===== config.mk =====
export PLATFORM = sky130hd
export DESIGN_NAME = pe_traffic_gen
export DESIGN_NICKNAME = d
export VERILOG_FILES = /design/src/rtl/noc_pkg.sv /design/src/rtl/noc_lfsr16.sv /design/src/rtl/pe_traffic_gen.sv
export SDC_FILE = /design/constraint.sdc
export NUM_CORES = 1
export LEC_CHECK = 0
export CORE_AREA = 2 2 168 121
export DETAILED_ROUTE_END_ITERATION = 10
export DIE_AREA = 0 0 170 123
export HOLD_SLACK_MARGIN = 0.08
export PLACE_DENSITY_LB_ADDON = 0.3
export SETUP_SLACK_MARGIN = 0.02
export SLEW_MARGIN = 15
export SYNTH_ARGS = -nofsm -noshare
export SYNTH_HDL_FRONTEND = slang
export SYNTH_SLANG_ARGS = --single-unit

===== constraint.sdc =====
create_clock -name clk -period 8.69 [get_ports clk]
set_clock_uncertainty 0.2 [all_clocks]
set_input_delay 0.869 -clock clk [delete_from_list [all_inputs] [get_ports clk]]
set_output_delay 0.869 -clock clk [all_outputs]
set_load 0.02 [all_outputs]

===== src/rtl/noc_pkg.sv =====
// Shared NoC constants: traffic modes, FSM encodings, timestamp width, LFSR setup.
package noc_pkg;

    // Destination patterns selected by i_mode
    localparam logic [1:0] MODE_REVERSE  = 2'd0;
    localparam logic [1:0] MODE_NEIGHBOR = 2'd1;
    localparam logic [1:0] MODE_UNIFORM  = 2'd2;
    localparam logic [1:0] MODE_HOTSPOT  = 2'd3;

    // Generator FSM states
    localparam logic [1:0] ST_IDLE = 2'd0;
    localparam logic [1:0] ST_RUN  = 2'd1;
    localparam logic [1:0] ST_DONE = 2'd2;

    // Inject timestamp lives in payload[TS_W-1:0]
    localparam int TS_W = 16;

    // x^16 + x^15 + x^13 + x^4 -> state bits 15, 14, 12, 3
    localparam logic [15:0] LFSR_SEED = 16'hACE1;
    localparam logic [15:0] LFSR_TAPS = 16'hD008;

endpackage


===== src/rtl/noc_lfsr16.sv =====
// 16-bit Fibonacci LFSR, advances only when enabled; next_o lets the caller
// see the post-advance value in the same cycle it fires.
module noc_lfsr16
    import noc_pkg::*;
#(
    parameter logic [15:0] SEED = LFSR_SEED
) (
    input  logic        clk,
    input  logic        rst_n,
    input  logic        en_i,
    output logic [15:0] state_o,
    output logic [15:0] next_o
);

    logic [15:0] state_q;

    assign next_o  = {state_q[14:0], ^(state_q & LFSR_TAPS)};
    assign state_o = state_q;

    // Shift on enable, reload seed on reset
    always_ff @(posedge clk or negedge rst_n) begin
        if (!rst_n)    state_q <= SEED;
        else if (en_i) state_q <= next_o;
    end

endmodule


===== src/rtl/pe_traffic_gen.sv =====
// Per-PE NoC traffic generator: rate-limited packet injection with selectable
// destination pattern, plus an always-ready ejection port that gathers
// latency statistics and flags misrouted packets.
module pe_traffic_gen
    import noc_pkg::*;
#(
    parameter int address      = 0,
    parameter int numPE        = 16,
    parameter int AddressWidth = $clog2(numPE),
    parameter int DataWidth    = 32,
    parameter int PktLimit     = 100
) (
    input  logic                              clk,
    input  logic                              rst_n,
    input  logic                              i_start,
    input  logic [1:0]                        i_mode,
    input  logic [7:0]                        i_rate,
    output logic [AddressWidth+DataWidth-1:0] o_data,
    output logic                              o_data_valid,
    input  logic                              i_data_ready,
    input  logic [AddressWidth+DataWidth-1:0] i_data,
    input  logic                              i_data_valid,
    output logic                              o_data_ready,
    output logic [31:0]                       o_sent_count,
    output logic [31:0]                       o_recv_count,
    output logic [31:0]                       o_latency_sum,
    output logic [15:0]                       o_latency_max,
    output logic                              o_done,
    output logic                              o_error
);

    localparam int PW = AddressWidth + DataWidth;
    localparam logic [AddressWidth-1:0] SELF = AddressWidth'(address);
    localparam logic [AddressWidth-1:0] NEXT = AddressWidth'((address + 1) % numPE);
    localparam logic [AddressWidth-1:0] REV  = AddressWidth'(numPE - 1 - address);
    localparam logic [AddressWidth-1:0] HOT  = (address == 0) ? AddressWidth'(numPE - 1) : '0;
    localparam logic [DataWidth-1:0]    SRC  = DataWidth'(address) << TS_W;
    localparam logic [31:0]             LIMIT = 32'(PktLimit);

    logic [1:0]              state_q, state_d;
    logic [TS_W-1:0]         cyc_q;
    logic [7:0]              acc_q;
    logic [2:0]              tok_q, tok_d;
    logic [PW-1:0]           data_q, pkt_d;
    logic                    valid_q, rdy_q, done_q, err_q;
    logic [31:0]             sent_q, recv_q, lsum_q, sent_nx;
    logic [15:0]             lmax_q;
    logic                    hs, earn, create;
    logic [8:0]              acc_sum;
    logic [3:0]              tok_sum;
    logic [15:0]             lfsr_q, lfsr_nx, lfsr_cur;
    logic [AddressWidth-1:0] dest_d, rx_dest;
    logic [TS_W-1:0]         lat;
    logic [32:0]             lsum_add;

    noc_lfsr16 #(.SEED(LFSR_SEED ^ 16'(address))) u_lfsr (
        .clk     (clk),
        .rst_n   (rst_n),
        .en_i    (hs),
        .state_o (lfsr_q),
        .next_o  (lfsr_nx)
    );

    // Inject side bookkeeping. A packet created on the handshake edge must see
    // the post-handshake token count and LFSR value so back-to-back packets
    // at full rate neither stall nor repeat a destination.
    assign hs       = valid_q & i_data_ready;
    assign acc_sum  = {1'b0, acc_q} + {1'b0, i_rate};
    assign earn     = (state_q == ST_RUN) && ((i_rate == 8'hFF) || acc_sum[8]);
    assign tok_sum  = {1'b0, tok_q} - {3'b0, hs} + {3'b0, earn};
    assign tok_d    = (tok_sum > 4'd7) ? 3'd7 : tok_sum[2:0];
    assign sent_nx  = sent_q + {31'd0, hs};
    assign lfsr_cur = hs ? lfsr_nx : lfsr_q;
    assign create   = (state_q == ST_RUN) && (!valid_q || hs)
                    && (tok_q > 3'(hs)) && (sent_nx < LIMIT);

    // Destination for the packet being created, from the mode sampled now
    always_comb begin
        dest_d = HOT;
        case (i_mode)
            MODE_REVERSE:  dest_d = REV;
            MODE_NEIGHBOR: dest_d = NEXT;
            MODE_UNIFORM:  dest_d = (lfsr_cur[AddressWidth-1:0] == SELF) ? NEXT
                                                                        : lfsr_cur[AddressWidth-1:0];
            default:       dest_d = HOT;
        endcase
    end

    // Timestamp is the counter value in the first cycle the packet is visible
    assign pkt_d = {dest_d, SRC | DataWidth'(cyc_q + 16'd1)};

    // Run control: a single run per reset, DONE is terminal
    always_comb begin
        state_d = state_q;
        case (state_q)
            ST_IDLE: if (i_start) state_d = ST_RUN;
            ST_RUN:  if ((sent_q == LIMIT) && !valid_q) state_d = ST_DONE;
            default: state_d = state_q;
        endcase
    end

    // Free-running cycle counter and FSM state with registered done flag
    always_ff @(posedge clk or negedge rst_n) begin
        if (!rst_n) begin
            cyc_q   <= '0;
            state_q <= ST_IDLE;
            done_q  <= 1'b0;
        end else begin
            cyc_q   <= cyc_q + 16'd1;
            state_q <= state_d;
            done_q  <= (state_d == ST_DONE);
        end
    end

    // Rate accumulator, token bucket and the held inject packet
    always_ff @(posedge clk or negedge rst_n) begin
        if (!rst_n) begin
            acc_q   <= '0;
            tok_q   <= '0;
            sent_q  <= '0;
            data_q  <= '0;
            valid_q <= 1'b0;
        end else begin
            if (state_q == ST_RUN) acc_q <= acc_sum[7:0];
            tok_q  <= tok_d;
            sent_q <= sent_nx;
            if (create) begin
                data_q  <= pkt_d;
                valid_q <= 1'b1;
            end else if (hs) begin
                valid_q <= 1'b0;
            end
        end
    end

    // Eject side: always ready, latency stats and sticky misroute flag
    assign rx_dest  = i_data[PW-1 -: AddressWidth];
    assign lat      = cyc_q - i_data[TS_W-1:0];
    assign lsum_add = {1'b0, lsum_q} + {17'd0, lat};

    // Count every valid ejected packet regardless of FSM state
    always_ff @(posedge clk or negedge rst_n) begin
        if (!rst_n) begin
            rdy_q  <= 1'b0;
            recv_q <= '0;
            lsum_q <= '0;
            lmax_q <= '0;
            err_q  <= 1'b0;
        end else begin
            rdy_q <= 1'b1;
            if (i_data_valid) begin
                recv_q <= recv_q + 32'd1;
                lsum_q <= lsum_add[32] ? 32'hFFFF_FFFF : lsum_add[31:0];
                if (lat > lmax_q)     lmax_q <= lat;
                if (rx_dest != SELF)  err_q  <= 1'b1;
            end
        end
    end

    assign o_data        = data_q;
    assign o_data_valid  = valid_q;
    assign o_data_ready  = rdy_q;
    assign o_sent_count  = sent_q;
    assign o_recv_count  = recv_q;
    assign o_latency_sum = lsum_q;
    assign o_latency_max = lmax_q;
    assign o_done        = done_q;
    assign o_error       = err_q;

endmodule


==> results.tsv <==
stage	metric	value	unit
run_status	status	complete, no violations	
die	die_area	20910	µm²
synth	synth_edf_count	0	
hold_path	worstHoldPathType	reg2reg	
timing	worstMarginPinSlew	1.049	ns
clock_network	tritoncts	done	
final_layout	final_nets	1313	
placed_design	hpwlAfterDp	17240	µm
synth	syn_area	10450	µm²
clock_network	clock_path_buffers	2	
synth	ys_top_cells_by_area	dfrtp_1 (42%), ha_1 (8.0%), xnor2_1 (7.0%)	
setup_path	startpoint_type	input port	
setup_path	cp-startpoint	i_data_ready	
synth	synthArstFlopShare	100.0	%
final_layout	area_growth	23.87	%
die	die_h	123	µm
run	maxCapViolations	0	
synth	ys_types	66	
clock_network	postCtsHoldBufs	0	
final_layout	drive_gt1_share	9.967	%
clock_network	cts_made_buffers	17	
hold_path	hold_start	o_error$_DFFE_PN0P_	
setup_path	critical_path_class	in2reg	
synth	netlist_instances	1023	
final_layout	diodes	0	
drt	routed-wl-met3	1248	µm
clock_network	post_cts_buffers	0	
timing	slew_headroom	29.89	%
drt	drc	0	
clock_network	cts-root-buf	clkbuf_16	
grt	first_global_vias	7336	
placed_design	dp.cells	1419	
grt	grt_antenna_before_repair	0	
synth	synth-seq-area-share	43.67	%
final_layout	stdcell_count	1451	
clock_network	htreeDepth	4	
setup_path	worstPathArrival	5.99	ns
timing	slew_viol_final	0	
synth	synthFlopType	dfrtp_1	
drt	totalWireLength	23560	µm
setup_path	path_cells	clkdlybuf4s50_1 -> nand2_1 -> inv_1 -> ha_1 -> ha_1 -> nand3_1 -> nor4_4 -> xor2_1 -> or4_4 -> a2111oi_4 -> nand4_2 -> mux2_4	
grt	grt_max_degree	105	
synth	synth_top_area_share	41.66	%
setup_path	worst-path-max-fanout	22	
synth	avgSynthCellArea	10.22	µm²
timing	fin_crit_sh	67.75	%
drt	dr_wl_met2	9816	µm
setup_path	crit_buf_inv	2	
die	rows	43	
clock_network	path_clk_slew	0.07	ns
timing	final.setup.tns	0	ns
setup_path	cpLargestDelayFamily	simple AND/OR/NAND/NOR gates	
placed_design	gp_congestion	0.8789	
setup_path	critPathMostFrequentCell	ha_1	
drt	drt_first_pass_iters	5	
drt	drtIter0Drc	627	
grt	grt_pass1_wl	38390	µm
final_layout	final_core_util	66.84	%
drt	wl_per_cell	16.24	µm
die	initial_utilization	53.96	%
clock_network	clock-sinks	182	
drt	highest_layer	met4	
power	p_per_area	238.4	nW/µm²
setup_path	cp-end-kind	flop	
die	core_area	19370	µm²
setup_path	reg2reg_from	o_data_valid$_DFFE_PN0P_	
grt	grt_usage	23.25	%
drt	wl_met1	12160	µm
timing	max_freq	0.1698	GHz
setup_path	crit_required	8.80	ns
placed_design	port_buffers	171	
drt	drtAntennaViolNets	0	
clock_network	cts_resized	0	
timing	finalHoldViolCount	0	
power	leakagePower	5.973	nW
power	irDropWorstVdd	0.1885	mV
timing	post-route-min-period	5.888	ns
clock_network	clk_latency	0.44	ns
timing	rsz0062_at_grt	false	
setup_path	cp_slowest_stage_delay	0.86	ns
drt	vias	7861	
drt	vias_per_cell	5.418	
timing	finalSetupViolations	0	
die	ios	203	
synth	ys_seq_elements	182	
die	fp.dieW	170	µm
synth	yosysWarnings	0	
grt	gr-total-overflow	0	
setup_path	cp_slowest_cell	nand4_2	
synth	yosys.area.top_type	dfrtp_1	
==> synthesized netlist by cell type, types with 2 or more instances <==
cell and n:
dfrtp_1 174, xnor2_1 83, nand2_1 81, ha_1 67, nor2_1 66, inv_1 61
a21oi_1 48, nand3_1 48, mux2_2 38, xor2_1 38, nand4_1 28, o21ai_0 28
nor3_1 24, and3_1 21, a31oi_1 20, mux2_4 19, buf_4 16, clkbuf_1 16
a21o_1 13, nor4_1 12, and2_1 10, dfstp_2 8, nand2b_1 8, nor2b_1 8
o21bai_1 8, a211oi_1 7, a41oi_1 5, and4_1 4, buf_2 4, fa_1 4
o21a_1 4, a211o_1 3, buf_6 3, o211ai_1 3, o21ba_2 3, or2_2 3
conb_1 2, mux2i_1 2, nand4_2 2, nor3_2 2, o21ai_1 2, o41ai_1 2
or3_1 2
==> cell usage in the layout, fill, tap and decap left out, drive strengths merged, types with 4 or more instances in the layout <==
| master | netlist | layout |
|---|---|---|
| and2 | 10 | 10 |
| fa | 4 | 4 |
| nand4 | 30 | 30 |
| dfrtp | 174 | 174 |
| a21oi | 48 | 48 |
| and4 | 4 | 4 |
| xnor2 | 83 | 83 |
| xor2 | 38 | 38 |
| nor3 | 26 | 26 |
| inv | 61 | 65 |
| nand2 | 81 | 81 |
| nor2b | 8 | 8 |
| a211oi | 7 | 7 |
| nor2 | 66 | 66 |
| mux2 | 58 | 58 |
| a41oi | 5 | 5 |
| and3 | 22 | 22 |
| o21bai | 8 | 8 |
| o21ai | 30 | 30 |
| clkbuf | 16 | 18 |
| nor4 | 13 | 13 |
| o21a | 4 | 4 |
| buf | 24 | 5 |
| dfstp | 8 | 8 |
| conb | 2 | 16 |
| clkdlybuf4s50 | 0 | 170 |
| nand2b | 8 | 8 |
| a21o | 13 | 13 |
| nand3 | 50 | 50 |
| clkinv | 0 | 5 |
| ha | 67 | 67 |
| a31oi | 20 | 20 |
==> path summary, 6_finish.rpt <==
check | depth (start not counted) | slack [ns] | to
min in group asynchronous | 1 | 0.36 | o_latency_sum[2]$_DFFE_PN0P_
max reg2reg | 11 | 3.33 | o_data[10]$_DFFE_PN0P_
max | 12 | 2.80 | o_data[10]$_DFFE_PN0P_
min reg2reg | 1 | 0.27 | o_error$_DFFE_PN0P_
max in group asynchronous | 2 | 6.40 | o_data[14]$_DFFE_PN0P_
min | 1 | 0.27 | o_error$_DFFE_PN0P_
==> cell type report <==
cell class,count,area [µm²]
Clock buffer,18,439.2
Clock inverter,14,188.9
Fill cell,1514,6422
Inverter,61,229.0
Multi-Input combinational cell,754,5473
Sequential cell,182,4564
Tap cell,247,309.0
Timing Repair Buffer,175,1743
==> power breakdown <==
group	switching, W	total [W]	internal [W]	leakage, nW
registers	0.000127	0.00111	0.000981	2.34
logic	0.000612	0.00116	0.000553	3.34
clock network	0.000368	0.000813	0.000446	0.295
total	0.00111	0.00309	0.00198	5.97
==> cell families (layout without fill, tap and decap cells) <==
group,after synthesis,after routing,share of synthesized area [%]
simple gates,328,328,16.03
compound gates,158,158,9.709
flops,182,182,43.67
mux,60,60,7.123
xor+xnor,121,121,10.14
buf+inv,101,268,4.465
other cells,2,16,0.07186
fa+ha+maj,71,71,8.787
==> sequential cells by signal (all words and copies together), names as in the netlist <==
register and count:
o_latency_sum 32, o_recv_count 32, o_sent_count 32, o_data 21, cyc_q 16, o_latency_max 16
u_lfsr.state_o 16, acc_q 8, tok_q 3, state_q 2, o_data_ready 1, o_data_valid 1
o_done 1, o_error 1
==> routing by layer <==
metal / vias up / track usage, %
met3: 25 / 4.417
li1: 3902 / -
met1: 3708 / 36.41
met4: 0 / 6.410
met2: 226 / 32.68
met5: - / 0
==> stage by stage <==
| step | worst slack, ns | hold WS [ns] | power [W] | cell area, µm² |
|---|---|---|---|---|
| 2_1_floorplan | 3.855 | 0.2498 | 0.001869 | 10500 |
| 3_3_place_gp | 2.484 | 0.2597 | 0.002245 | 12320 |
| 3_5_place_dp | 2.446 | 0.2628 | 0.002274 | 12320 |
| 4_1_cts | 2.808 | 0.2797 | 0.003111 | 12950 |
| 5_1_grt | 2.402 | 0.3065 | 0.003287 | 12950 |
| 6_report | 2.802 | 0.2710 | 0.003086 | 12950 |
Power figures use the tool's default switching activity.
